## src/rtl/pc_stack_sequencer.sv

```systemverilog
// Program counter with a hardware return-address stack and sticky
// overflow/underflow flags; drives the fetch-stage address.
module pc_stack_sequencer #(
   parameter int ADDR_W      = 12,
   parameter int STACK_DEPTH = 4,
   parameter int DEPTH_W     = 3
) (
   input  logic              clk,
   input  logic              reset,
   input  logic              enable,
   input  logic              load,
   input  logic [ADDR_W-1:0] load_value,
   input  logic              call,
   input  logic              ret,
   input  logic              clear_flags,
   output logic [ADDR_W-1:0] pc,
   output logic [ADDR_W-1:0] top,
   output logic [DEPTH_W-1:0] depth,
   output logic              stack_full,
   output logic              stack_empty,
   output logic              overflow,
   output logic              underflow
);

   localparam int IDX_W = (STACK_DEPTH > 1) ? $clog2(STACK_DEPTH) : 1;
   localparam logic [DEPTH_W-1:0] FULL_DEPTH = DEPTH_W'(STACK_DEPTH);

   logic [ADDR_W-1:0]  pc_q, pc_d;
   logic [DEPTH_W-1:0] depth_q, depth_d;
   logic               overflow_q, overflow_d;
   logic               underflow_q, underflow_d;
   logic [ADDR_W-1:0]  stack_q [STACK_DEPTH];
   logic [ADDR_W-1:0]  stack_d [STACK_DEPTH];
   logic [IDX_W-1:0]   wr_idx;
   logic [IDX_W-1:0]   rd_idx;
   logic [ADDR_W-1:0]  pc_inc;
   logic               full;
   logic               empty;

   assign full   = (depth_q == FULL_DEPTH);
   assign empty  = (depth_q == '0);
   assign wr_idx = IDX_W'(depth_q);
   assign rd_idx = IDX_W'(depth_q - DEPTH_W'(1));
   assign pc_inc = pc_q + ADDR_W'(1);

   // One action per cycle: ret > call > load > enable > hold
   always_comb begin
      pc_d        = pc_q;
      depth_d     = depth_q;
      overflow_d  = overflow_q & ~clear_flags;
      underflow_d = underflow_q & ~clear_flags;
      stack_d     = stack_q;
      if (ret) begin
         if (empty) begin
            underflow_d = 1'b1;
         end else begin
            pc_d    = stack_q[rd_idx];
            depth_d = depth_q - DEPTH_W'(1);
         end
      end else if (call) begin
         if (full) begin
            overflow_d = 1'b1;
         end else begin
            stack_d[wr_idx] = pc_inc;
            depth_d         = depth_q + DEPTH_W'(1);
            pc_d            = load_value;
         end
      end else if (load) begin
         pc_d = load_value;
      end else if (enable) begin
         pc_d = pc_inc;
      end
   end

   always_ff @(posedge clk) begin
      if (!reset) begin
         pc_q        <= '0;
         depth_q     <= '0;
         overflow_q  <= 1'b0;
         underflow_q <= 1'b0;
      end else begin
         pc_q        <= pc_d;
         depth_q     <= depth_d;
         overflow_q  <= overflow_d;
         underflow_q <= underflow_d;
      end
   end

   // Storage is not cleared by reset; a reset cycle just blocks the push
   always_ff @(posedge clk) begin
      if (reset) begin
         stack_q <= stack_d;
      end
   end

   assign pc          = pc_q;
   assign depth       = depth_q;
   assign overflow    = overflow_q;
   assign underflow   = underflow_q;
   assign stack_full  = full;
   assign stack_empty = empty;
   assign top         = empty ? '0 : stack_q[rd_idx];

endmodule

```

## config.mk

```make
export PLATFORM = sky130hd
export DESIGN_NAME = pc_stack_sequencer
export DESIGN_NICKNAME = d
export VERILOG_FILES = /design/src/rtl/pc_stack_sequencer.sv
export SDC_FILE = /design/constraint.sdc
export NUM_CORES = 1
export LEC_CHECK = 0
export ABC_AREA = 1
export CAP_MARGIN = 20
export CORE_ASPECT_RATIO = 0.6
export CORE_UTILIZATION = 30
export CTS_CLUSTER_SIZE = 14
export DETAILED_ROUTE_END_ITERATION = 10
export MAX_ROUTING_LAYER = met4
export PLACE_DENSITY = 0.51
export SETUP_SLACK_MARGIN = 0.2
export SYNTH_ARGS = -nofsm -noshare
export SYNTH_HDL_FRONTEND = slang
export SYNTH_SLANG_ARGS = --single-unit
```

## constraint.sdc

```tcl
create_clock -name clk -period 2 [get_ports clk]
set_input_delay 0.3 -clock clk [delete_from_list [all_inputs] [get_ports clk]]
set_output_delay 0.3 -clock clk [all_outputs]
set_load 0.05 [all_outputs]
```

---- Word level (Yosys, flattened, before mapping) ----
Index checks and enable logic that the tools add are counted.
W data, S select, Z words.
cells by class
  reductions and logical operators ........ 7
  bitwise operators ....................... 7
  add/sub/neg operators ................... 3
  $lt $le $gt $ge ......................... 3
  mux-type cells .......................... 22
  equality and inequality tests ........... 4
operator list
  cell                     number
  $mux W12                 10
  $bwmux W48               1
  $bmux W12 S2             1
  $demux W12 S2            1
  $add A12 B1 Y12 const B  1
  $mux W3                  4
  $ge A3 B3 Y1 const B     2
  $not A2 Y3               2
  $reduce_and A3 Y1        2
  $mux W1                  5
  $ne A2 B2 Y1 const B     2
  $reduce_and A4 Y1        1
  $reduce_bool A4 Y1       1
  $add A3 B1 Y3 const B    1
  $eq A3 B3 Y1 const B     1
  $logic_not A3 Y1         1
  $lt A3 B1 Y1 const B     1
  $ne A3 B3 Y1 const B     1
  $not A1 Y1               3
  $sub A3 B1 Y3 const B    1
  $and A1 B1 Y1            2
  $reduce_bool A2 Y1       1
  $logic_and A1 B1 Y1      1
storage, ports and cells
  output and inout bits ................... 31
  logic and storage cells ................. 54
  input port bits ......................... 19
  register bits ........................... 65

---- Longest topological paths before layout ----
Gate-level depths: netlist of the first run.
  depth after elaboration ................. 7
  mapped depth ............................ 13
  depth with buffers taken out ............ 11

---- Worst setup path before layout of the first run ----
No wires, ideal clock.
  kind .................................... flip-flop to output port
  start ................................... register depth_q[0] (netlist: depth[0])
  end ..................................... output port top[10]
  stages on the path, launching flop included .. 9
  buffers on the path ..................... 3
  required time ........................... 1.700 ns
  slack ................................... -1.039 ns
  arrival ................................. 2.739 ns
  path through ............................ dfxtp_1 > buf_6 > inv_4 > buf_4 > ha_1 > inv_2 > nor2_4 > buf_1 > a21oi_1
between the ends
  elaborated cells on any way between the ends .. 7
  classes of those cells .................. 1 x add/sub; 4 x mux; 1 x bitwise; 1 x reduce/logical
RTL lines
  item                    line  text
  from (decl)             29    logic [DEPTH_W-1:0] depth_q, depth_d;
  from (signal assigned)  83    depth_q <= depth_d;
  $logic_not A3 Y1        41    assign empty = (depth_q == '0);
  named net stack_empty   20    output logic stack_empty,
  $mux W12                102   assign top = empty ? '0 : stack_q[rd_idx];
  to (decl)               17    output logic [ADDR_W-1:0] top,
The timed path passes the listed nets, and every way through them passes these cells. The select of a mux whose other input is x is not followed.

---- Final worst setup path of the first run ----
  start ................................... register depth_q[0] (netlist: depth[0])
  end ..................................... output port top[8]
between the ends
  cells in the longest elaborated chain, start to end .. 6
  elaborated cells on any way between the ends .. 7
  classes of those cells .................. 1 x add/sub; 4 x mux; 1 x bitwise; 1 x reduce/logical
RTL lines
  item                                          line
  $sub A3 B1 Y3                                 -
  $not A2 Y3 (not written as such)              102
  $bmux W12 S2                                  102
  $mux W12 (not written as such) (2 in series)  102
  $mux W12 *                                    102
Mark *: on every way between the ends. The rest lies on a longest branch, timed or not. The select of a mux whose other input is x is not followed.

==> results by group, run 1 <==
Yosys
  – Synthesized cell area: approximately 3300 sq um
  – Synth Area in Simple Gates: 22.52%
  – Synth Register Bits: 65
  – Largest family of logic cells by synthesized area: simple AND/OR/NAND/NOR gates
  – Adder-cell share of the synthesized area: 2.294%
  – Synth warn: 0
  – Avg Cell Area, Syn: a little under 9 sq um
  – Synth Area in Compound Gates: between 10% and 20%
  – Post-Syn Instances: 367
  – EDFF count, synth: 48
  – Top FF cell, synth: edfxtp_1
  – Syn nets: just under 400
  – Distinct cell type count after synthesis: 31
  – Ys async rst share: 0%
  – Post-synthesis mux area share: 0%
  – Post-synthesis sequential area ratio: 54.46%
  – XOR/XNOR Fraction of Synth Area: 2.141%

Cells and area
  – Commonest non-fill, non-tap cell in the layout: nand2_1
  – Final Util: around 48%
  – Most frequent cells in the layout: 85 x nand2_1, 48 x edfxtp_1, 29 x inv_1
  – Share of post-route cells with drive strength above 1: approximately a third
  – Inserted Diodes: 0
  – Final nets: about 480
  – Final Instance Area: 5061 sq um
  – Area delta synth->final: 54.68%

GRT
  – Initial antenna violation count: 0
  – Congestion Overflow GR: 0
  – Number of global-route vias before repair: approximately 2700
  – First-pass GRT wire length: 14490 microns
  – Tot GR Track Use: ~18%
  – Pin count of the biggest net entering global routing: 28

Outcome
  – Failing checks: negative setup slack
  – Status: complete, but fails checks

Placement
  – Worst slack at placement: -0.02472 ns
  – DP HPWL: 6519 microns
  – IO Port Bufs: 49
  – GPL Wtd Cong: 0.7836
  – Post-placement cell area: 4344 sq um

Worst setup path
  – Crit end category: output port
  – CP peak stage delay: 0.37 ns
  – WS Path Type: reg2out
  – Critical Path, Cell by Cell: inv_6 > ha_4 > buf_12 > buf_16 > nor2_4 > o21ai_4 > a21oi_4 > buf_12
  – Slowest-stage cell, CP: dfxtp_4
  – Req. time, crit path: between 1.5 and 2 ns
  – CP Max Fanout: 5
  – Data arrival, critical path: 1.77 ns
  – Critical Path Most Common Cell: buf_12
  – Critical Path Source Type: register

STA
  – Setup-failing EPs final: 12
  – Worst hold margin: 0.4737 ns
  – Max-slew violations: 0
  – Final setup margin: -0.07448 ns
  – Clk_skew: 0.004641 ns
  – Final hold violations: 0
  – Minimum clock period: 2.074 ns
  – Crit share post-route: 103.7%
  – Slew HR: roughly two thirds
  – Worst Tran Pin Value: 0.5042 ns
  – Maximum clock rate: slightly below 500 MHz
  – Final TNS setup: -0.4899 ns
  – RSZ-0062 raised after global routing: true

CTS
  – Worst skew pair latency: 0.33 ns
  – Clock tree sinks: 65
  – Max clock buf depth: 2
  – CTS H-Tree Depth: 3
  – Root Driver: clkbuf_16
  – CTS tree: yes
  – Hold buffers post-CTS: 0
  – CTS Buf Count: 9
  – Clk slew on worst S/H paths: about 0.060 ns

Detailed routing
  – DRC errors left: 0
  – DRT iter0 DRCs: 201
  – Post-Route WL: 9254 microns
  – DR vias/cell: 4.585
  – Via count: 2737
  – Detail Route Antenna Nets: 0
  – WL/cell: 15.50 microns
  – TritonRoute pass-1 iters: 5

Die
  – Starting density of the core: 30.88%
  – Row count: 29
  – Die Wd: 136.8 microns
  – DIE AREA: between 10000 and 15000 sq um
  – Core Region: approximately 11000 sq um
  – Die H: slightly above 80 microns
  – I/O pin cnt: 50

Job
  – Max_cap viols: 0

Power and ir drop
  – Worst vdd ir: slightly below 1000 uV
  – LEAKAGE: 0.002079 uW
  – Pwr per Cell Area: 1354 nW/um^2

Hold path
  – Min-delay worst type: reg2reg
## repair_timing
item | 4_1_cts | 5_1_grt
pin swaps | 21 | 15
endpoints found under the hold margin | 0 | 0
gates cloned | 1 | 1
buffers inserted | 12 | 7
endpoints found under the setup margin | 26 | 28
gates resized for setup | 39 | 22
## layer usage
layer	routed length (microns)	vias up	global-route usage (%)
li1	-	1386	-
met4	55	0	4.196
met2	3957	74	24.32
met5	0	-	-
met3	617	4	5.067
met1	4624	1273	25.74
## layout make-up
| type | instances | area (sq um) |
|---|---|---|
| clock buffer | 9 | 225.2 |
| clock inverter | 7 | 118.9 |
| fill | 1020 | 5534 |
| inverter | 45 | 197.7 |
| multi-input combinational | 245 | 1548 |
| sequential | 65 | 1789 |
| tap | 139 | 173.9 |
| timing repair buffer | 87 | 1008 |
## cell usage after synthesis (5+ instances only)
| library cell | instances | area share (%) |
|---|---|---|
| nand2_1 | 87 | 10 |
| edfxtp_1 | 48 | 44 |
| nor2_1 | 36 | 4.1 |
| inv_1 | 34 | 3.9 |
| nand3_1 | 24 | 3.7 |
| a21oi_1 | 23 | 3.5 |
| dfxtp_1 | 17 | 10 |
| o21ai_1 | 17 | 2.6 |
| o21ai_0 | 11 | 1.7 |
| inv_2 | 9 | 1.0 |
| buf_2 | 6 | 0.92 |
| ha_1 | 6 | 2.3 |
| nor2_2 | 5 | 0.96 |
| or2_2 | 5 | 0.96 |
## metrics by stage
| step | std cells | power [uW] |
|---|---|---|
| 2_1_floorplan | 367 | 3521 |
| 3_3_place_gp | 560 | 4508 |
| 3_5_place_dp | 560 | 4500 |
| 4_1_cts | 589 | 6616 |
| 5_1_grt | 597 | 7173 |
| 6_report | 597 | 6850 |
## power breakdown
part / internal, uW / switching [uW]
logic: 1390 / 1920
clock network: 1220 / 596
registers: 1620 / 106
## sequential cells by signal (all words and copies together) (netlist names)
register   count
depth          3
overflow       1
pc            12
stack_q       48
underflow      1
## critical path, delay by kind of cell (launching register included)
kind | cells | cell delay, ns
buf+inv | 4 | 0.47
fa+ha+maj | 1 | 0.25
flops | 1 | 0.37
simple gates | 1 | 0.10
compound gates | 2 | 0.25
## path summary, 6_finish.rpt
| check | start | to | slack (ns) | depth (start not counted) |
|---|---|---|---|---|
| worst min register to register | underflow$_SDFF_PN0_ | underflow$_SDFF_PN0_ | 0.47 | 2 |
| worst min-delay path | underflow$_SDFF_PN0_ | underflow$_SDFF_PN0_ | 0.47 | 2 |
| worst max-delay path | depth[0]$_SDFFE_PN0P_ | top[8] | -0.07 | 8 |
| worst max register to register | depth[0]$_SDFFE_PN0P_ | pc[8]$_SDFFE_PN0P_ | 0.22 | 13 |
## kinds of logic after synthesis
family	count (synthesis)
AO/OA/AOI/OAI	63
flip-flops	65
XOR/XNOR	8
AND/OR/NAND/NOR	168
buffers and inverters	57
adder cells (fa/ha/maj)	6
No activity file was read; power rests on OpenSTA's default activity.
==> inputs of run 2 (changes only) <==
--- a/config.mk
+++ b/config.mk
@@ -13,2 +13,3 @@
 export DETAILED_ROUTE_END_ITERATION = 10
+export GPL_TIMING_DRIVEN = 0
 export MAX_ROUTING_LAYER = met4
==> constraint.sdc (replaced) <==
create_clock -name clk -period 2 [get_ports clk]
set_input_delay 0.4 -clock clk [delete_from_list [all_inputs] [get_ports clk]]
set_output_delay 0.4 -clock clk [all_outputs]
set_load 0.05 [all_outputs]
==> results by group, run 2 (synthesis results as in run 1) <==
GRT
  – Number of global-route vias before repair: 2679
  – Tot GR Track Use: around a fifth
  – Pin count of the biggest net entering global routing: 15
  – Congestion Overflow GR: 0
  – Initial antenna violation count: 0
  – First-pass GRT wire length: 15100 microns

Power and ir drop
  – Pwr per Cell Area: 1276 nW/um^2
  – Worst vdd ir: 786.5 uV
  – Clk network pwr share: a little under a quarter
  – Cell internal pwr: 3846 uW
  – Switching power total: 2751 uW
  – LEAKAGE: ~0.0021 uW
  – Sequential fraction of design power: 26.4%
  – Sw Ratio: 41.70%
  – Final Power: 6597 uW
  – Comb power frac: 50.7%

STA
  – Minimum clock period: around 2.4 ns
  – Clk_skew: 0.008572 ns
  – Setup-failing EPs final: 13
  – Final hold violations: 0
  – Worst Tran Pin Value: roughly 0.66 ns
  – Max-slew violations: 0
  – Crit share post-route: 119.6%
  – Final setup margin: -0.3911 ns
  – Slew HR: a little under three fifths
  – Worst hold margin: 0.4592 ns
  – RSZ-0062 raised after global routing: true
  – Maximum clock rate: 418.2 MHz

Worst setup path
  – Critical Path, Cell by Cell: buf_8 > inv_8 > buf_12 > ha_4 > buf_12 > o21ai_1 > o21ai_1 > inv_2 > nor2_4 > buf_8
  – Slowest-stage cell, CP: dfxtp_4
  – CP Max Fanout: 9
  – Crit end category: output port
  – Data arrival, critical path: 1.99 ns
  – CP peak stage delay: 0.36 ns
  – Req. time, crit path: 1.60 ns
  – WS Path Type: reg2out
  – Critical Path Source Type: register

CTS
  – Clk slew on worst S/H paths: 0.06 ns
  – Root Driver: clkbuf_16
  – Hold buffers post-CTS: 0
  – Worst skew pair latency: 0.34 ns
  – Max clock buf depth: 2
  – CTS Buf Count: 9
  – Clock tree sinks: 65
  – CTS H-Tree Depth: 3
  – CTS tree: yes

Detailed routing
  – Post-Route WL: 10140 microns
  – Via count: roughly 2900
  – Detail Route Antenna Nets: 0
  – DR vias/cell: 4.813
  – DRC errors left: 0
  – WL/cell: roughly 17 microns
  – DRT iter0 DRCs: a little under 200
  – TritonRoute pass-1 iters: 4

Job
  – Max_cap viols: 0

Cells and area
  – Final Instance Area: 5170 sq um
  – Largest register FFs: 48
  – Final nets: 489
  – Share of post-route cells with drive strength above 1: 38.81%
  – Final Util: 48.80%
  – Post-Layout Cell Count: 608
  – Storage cell area: 1789 sq um
  – Most frequent cells in the layout: 80 x nand2_1, 48 x edfxtp_1, 26 x inv_1
  – Area occupied by multi-input gates: between 1500 and 2000 sq um
  – Inserted Diodes: 0
  – Commonest non-fill, non-tap cell in the layout: nand2_1
  – Area delta synth->final: 58.01%
  – Reg with most FFs: stack_q
  – # fillers: 987

Placement
  – DP HPWL: roughly 6700 microns
  – GPL Wtd Cong: ~0.83
  – Post-placement cell area: 4180 sq um
  – IO Port Bufs: 49
  – Placed cells: 555

Die
  – Die Wd: 136.8 microns
  – Starting density of the core: 30.88%
  – Row count: 29
  – Die H: 82.90 microns
  – DIE AREA: between 10000 and 15000 sq um
  – I/O pin cnt: 50
  – Core Region: 10600 sq um

Hold path
  – Min-delay worst type: reg2reg

Outcome
  – Status: complete, but fails checks
  – Failing checks: negative setup slack
run 2: changes by cell type in the layout (fill, tap and decap cells not counted), sizes merged, moves of 3 or more:
cell	delta
buf	+7
bufinv	-3
clkbuf	+4
inv	+3
run 2: worst paths after layout:
path                                             from                    to  slack [ns]  depth (start not counted)
worst min register to register   underflow$_SDFF_PN0_  underflow$_SDFF_PN0_        0.46                          2
worst min-delay path             underflow$_SDFF_PN0_  underflow$_SDFF_PN0_        0.46                          2
worst max-delay path            depth[0]$_SDFFE_PN0P_                top[6]       -0.39                         10
worst max register to register  depth[0]$_SDFFE_PN0P_    pc[2]$_SDFFE_PN0P_        0.13                         14
run 2: area by class of cell:
| class | instances | area share, % |
|---|---|---|
| flip-flops and latches | 65 | 34.61 |
| plain buffers | 12 | 2.832 |
| inverters | 45 | 3.848 |
| repair buffers | 85 | 18.05 |
| multi-input cells | 246 | 31.73 |
| well taps | 139 | 3.364 |
| clock buffers | 9 | 4.356 |
| clock inverters | 7 | 1.210 |
run 2: stage by stage:
step	TNS (ns)	setup WS (ns)
after detailed placement	-27.02	-0.9432
after floorplan	-1.002	-0.1532
after CTS	-4.181	-0.4329
final	-4.003	-0.3911
after global routing	-4.774	-0.4491
after global placement	-27.17	-0.9512
run 2: metal layers:
layer,part of all wire [%],up-vias,track usage (%)
li1,-,1416,-
met1,53,1416,28.59
met2,42,85,24.78
met3,4.9,9,4.274
met4,0.80,0,4.496
met5,0,-,-
run 2: worst max-delay path, delay by kind of cell, from the launching register on:
| family | cells | cell delay (ns) |
|---|---|---|
| buffers and inverters | 6 | 0.63 |
| flip-flops | 1 | 0.36 |
| AO/OA/AOI/OAI | 2 | 0.24 |
| AND/OR/NAND/NOR | 1 | 0.12 |
| adder cells (fa/ha/maj) | 1 | 0.31 |
run 2: power by group through the flow:
stage	Sequential, uW	Clock [uW]	Combinational [uW]
3_5_place_dp	1760	0	2510
5_1_grt	1760	1590	3540
3_3_place_gp	1760	0	2510
4_1_cts	1730	1540	2980
6_report	1740	1510	3350
2_1_floorplan	1970	0	1570
run 2: what timing repair did:
item / CTS / global route
gates cloned: 2 / 2
endpoints found under the hold margin: 0 / 0
setup buffers: 17 / 16
pin swaps: 14 / 16
setup endpoints to repair: 93 / 29
resized for setup: 154 / 49
==> inputs of run 3 (changes only) <==
Settings changed: DONT_BUFFER_PORTS set to 1, PLACE_DENSITY 0.51 to 0.45.
==> results by group, run 3 (synthesis results as in run 1) <==
CTS
  – CTS tree: yes
  – Worst skew pair latency: between 0.3 and 0.4 ns
  – Clock tree sinks: 65
  – Max clock buf depth: 2
  – Clk slew on worst S/H paths: approximately 0.060 ns
  – Root Driver: clkbuf_16
  – CTS H-Tree Depth: 3
  – CTS Buf Count: 9

Hold path
  – Hold path start: reset
  – Worst hold endpoint: pc[6]$_SDFFE_PN0P_
  – Cells on Worst Hold Path: 2
  – Min-delay worst type: in2reg

Worst setup path
  – Req. time, crit path: 1.60 ns
  – Slowest-stage cell, CP: dfxtp_4
  – WS Path Type: reg2out
  – Critical path buffers and inverters: 6
  – Reg2Reg Depth: 13
  – Critical Path Source Type: register
  – Data arrival, critical path: 2.24 ns
  – Crit end category: output port
  – R2r endpoint: stack_q[28]$_DFFE_PP_
  – Critical Path, Cell by Cell: buf_8 > inv_8 > buf_12 > ha_4 > buf_6 > buf_8 > buf_12 > o211ai_1 > a21oi_4
  – Reg2Reg Setup Slack: -0.33 ns
  – Kind of cell adding the most delay to the critical path: buffers and inverters
  – RR Startpoint: depth[0]$_SDFFE_PN0P_
  – CP Max Fanout: 5
  – CP peak stage delay: 0.47 ns

Detailed routing
  – Post-Route WL: between 10000 and 15000 microns
  – DRC errors left: 0
  – DRT iter0 DRCs: 166
  – Via count: roughly 2800
  – DR vias/cell: around 4.9
  – WL/cell: 18.01 microns
  – Detail Route Antenna Nets: 0
  – TritonRoute pass-1 iters: 5

Die
  – Core Region: around 11000 sq um
  – I/O pin cnt: 50
  – DIE AREA: 11340 sq um
  – Die H: 82.90 microns
  – Die Wd: 136.8 microns
  – Starting density of the core: about 30%
  – Row count: 29

GRT
  – Initial antenna violation count: 0
  – Pin count of the biggest net entering global routing: 14
  – Tot GR Track Use: 19.78%
  – Number of global-route vias before repair: 2548
  – First-pass GRT wire length: 15530 microns
  – Congestion Overflow GR: 0

Cells and area
  – Commonest non-fill, non-tap cell in the layout: nand2_1
  – Final nets: between 400 and 500
  – Share of post-route cells with drive strength above 1: 42.82%
  – Inserted Diodes: 0
  – Final Instance Area: around 5000 sq um
  – Largest register FFs: 48
  – Most frequent cells in the layout: 79 x nand2_1, 48 x edfxtp_1, 28 x buf_4
  – Reg with most FFs: stack_q
  – Area delta synth->final: 49.94%
  – Final Util: 46.30%

Placement
  – DP HPWL: between 6000 and 7000 microns
  – Post-placement cell area: around 3700 sq um
  – IO Port Bufs: 0
  – GPL Wtd Cong: approximately 0.78
  – Worst slack at placement: -0.4531 ns

STA
  – Max-slew violations: 0
  – RSZ-0062 raised after global routing: true
  – Final hold violations: 0
  – Clk_skew: 0.01116 ns
  – Crit share post-route: 131.9%
  – Worst Tran Pin Value: 0.8139 ns
  – Maximum clock rate: 379.2 MHz
  – Minimum clock period: 2.637 ns
  – Setup-failing EPs final: 76
  – Slew HR: 45.67%
  – Final setup margin: -0.6373 ns

Power and ir drop
  – Final Power: between 6000 and 7000 uW
  – Worst vdd ir: 661.3 uV
  – LEAKAGE: just under 0.002 uW
  – Pwr per Cell Area: between 1000 and 1500 nW/um^2

Outcome
  – Failing checks: negative setup slack
  – Status: complete, but fails checks

Job
  – Max_cap viols: 0
-- run 3: timing repair --
action                                 in CTS  in global routing
setup endpoints to repair                  98                 98
buffers inserted                           39                 13
gates resized for setup                    63                 38
pin swaps                                  35                 20
endpoints found under the hold margin       0                  0
hold buffers                                0                  0
gates cloned                                3                  1
-- run 3: worst register-to-register path, cell delays in order (launching register included) --
cell     delay, ns
dfxtp_4       0.47
buf_8         0.15
inv_8         0.03
buf_12        0.11
ha_4          0.17
buf_6         0.11
buf_6         0.11
buf_6         0.12
nand2_8       0.10
buf_6         0.12
nand3_4       0.10
buf_12        0.18
nor2_4        0.12
buf_12        0.16
-- run 3: stage by stage --
| stage | setup TNS (ns) | instances | hold slack [ns] |
|---|---|---|---|
| after floorplan | -1.002 | 367 | 0.5170 |
| after global placement | -15.58 | 506 | 0.5250 |
| after detailed placement | -14.89 | 506 | 0.5316 |
| after CTS | -9.100 | 564 | 0.1730 |
| after global routing | -29.44 | 578 | 0.1629 |
| final | -24.65 | 578 | 0.1772 |
-- run 3: final cells by class --
type                    instances  area (sq um)
clock inverters                 7         53.80
fillers                      1006          5689
clock buffers                   9         225.2
plain buffers                  12         138.9
inverters                      45         210.2
flip-flops and latches         65          1813
repair buffers                 55         646.9
multi-input cells             246          1644
well taps                     139         173.9
-- run 3: layer usage --
metal	global-route usage [%]	up-vias	part of all wire, %
met1	30.16	1364	52
met4	3.596	0	0.54
li1	-	1357	-
met3	5.678	4	6.3
met5	-	-	0
met2	25.57	82	41
-- run 3: report_power, final --
part           leakage (uW)  switching [uW]  internal (uW)
sequential         0.000586             375           1630
clock              0.000141             629            851
combinational       0.00120            1720           1260
-- run 3: how the worst max path moves through the flow --
| stage | from | end | depth (start not counted) |
|---|---|---|---|
| global route | depth[0]$_SDFFE_PN0P_ | top[11] | 9 |
| detailed placement | depth[0]$_SDFFE_PN0P_ | top[6] | 9 |
| global placement | depth[0]$_SDFFE_PN0P_ | top[6] | 9 |
| floorplan | depth[0]$_SDFFE_PN0P_ | top[1] | 10 |
| CTS | depth[0]$_SDFFE_PN0P_ | top[8] | 10 |
| finish | depth[0]$_SDFFE_PN0P_ | top[11] | 9 |
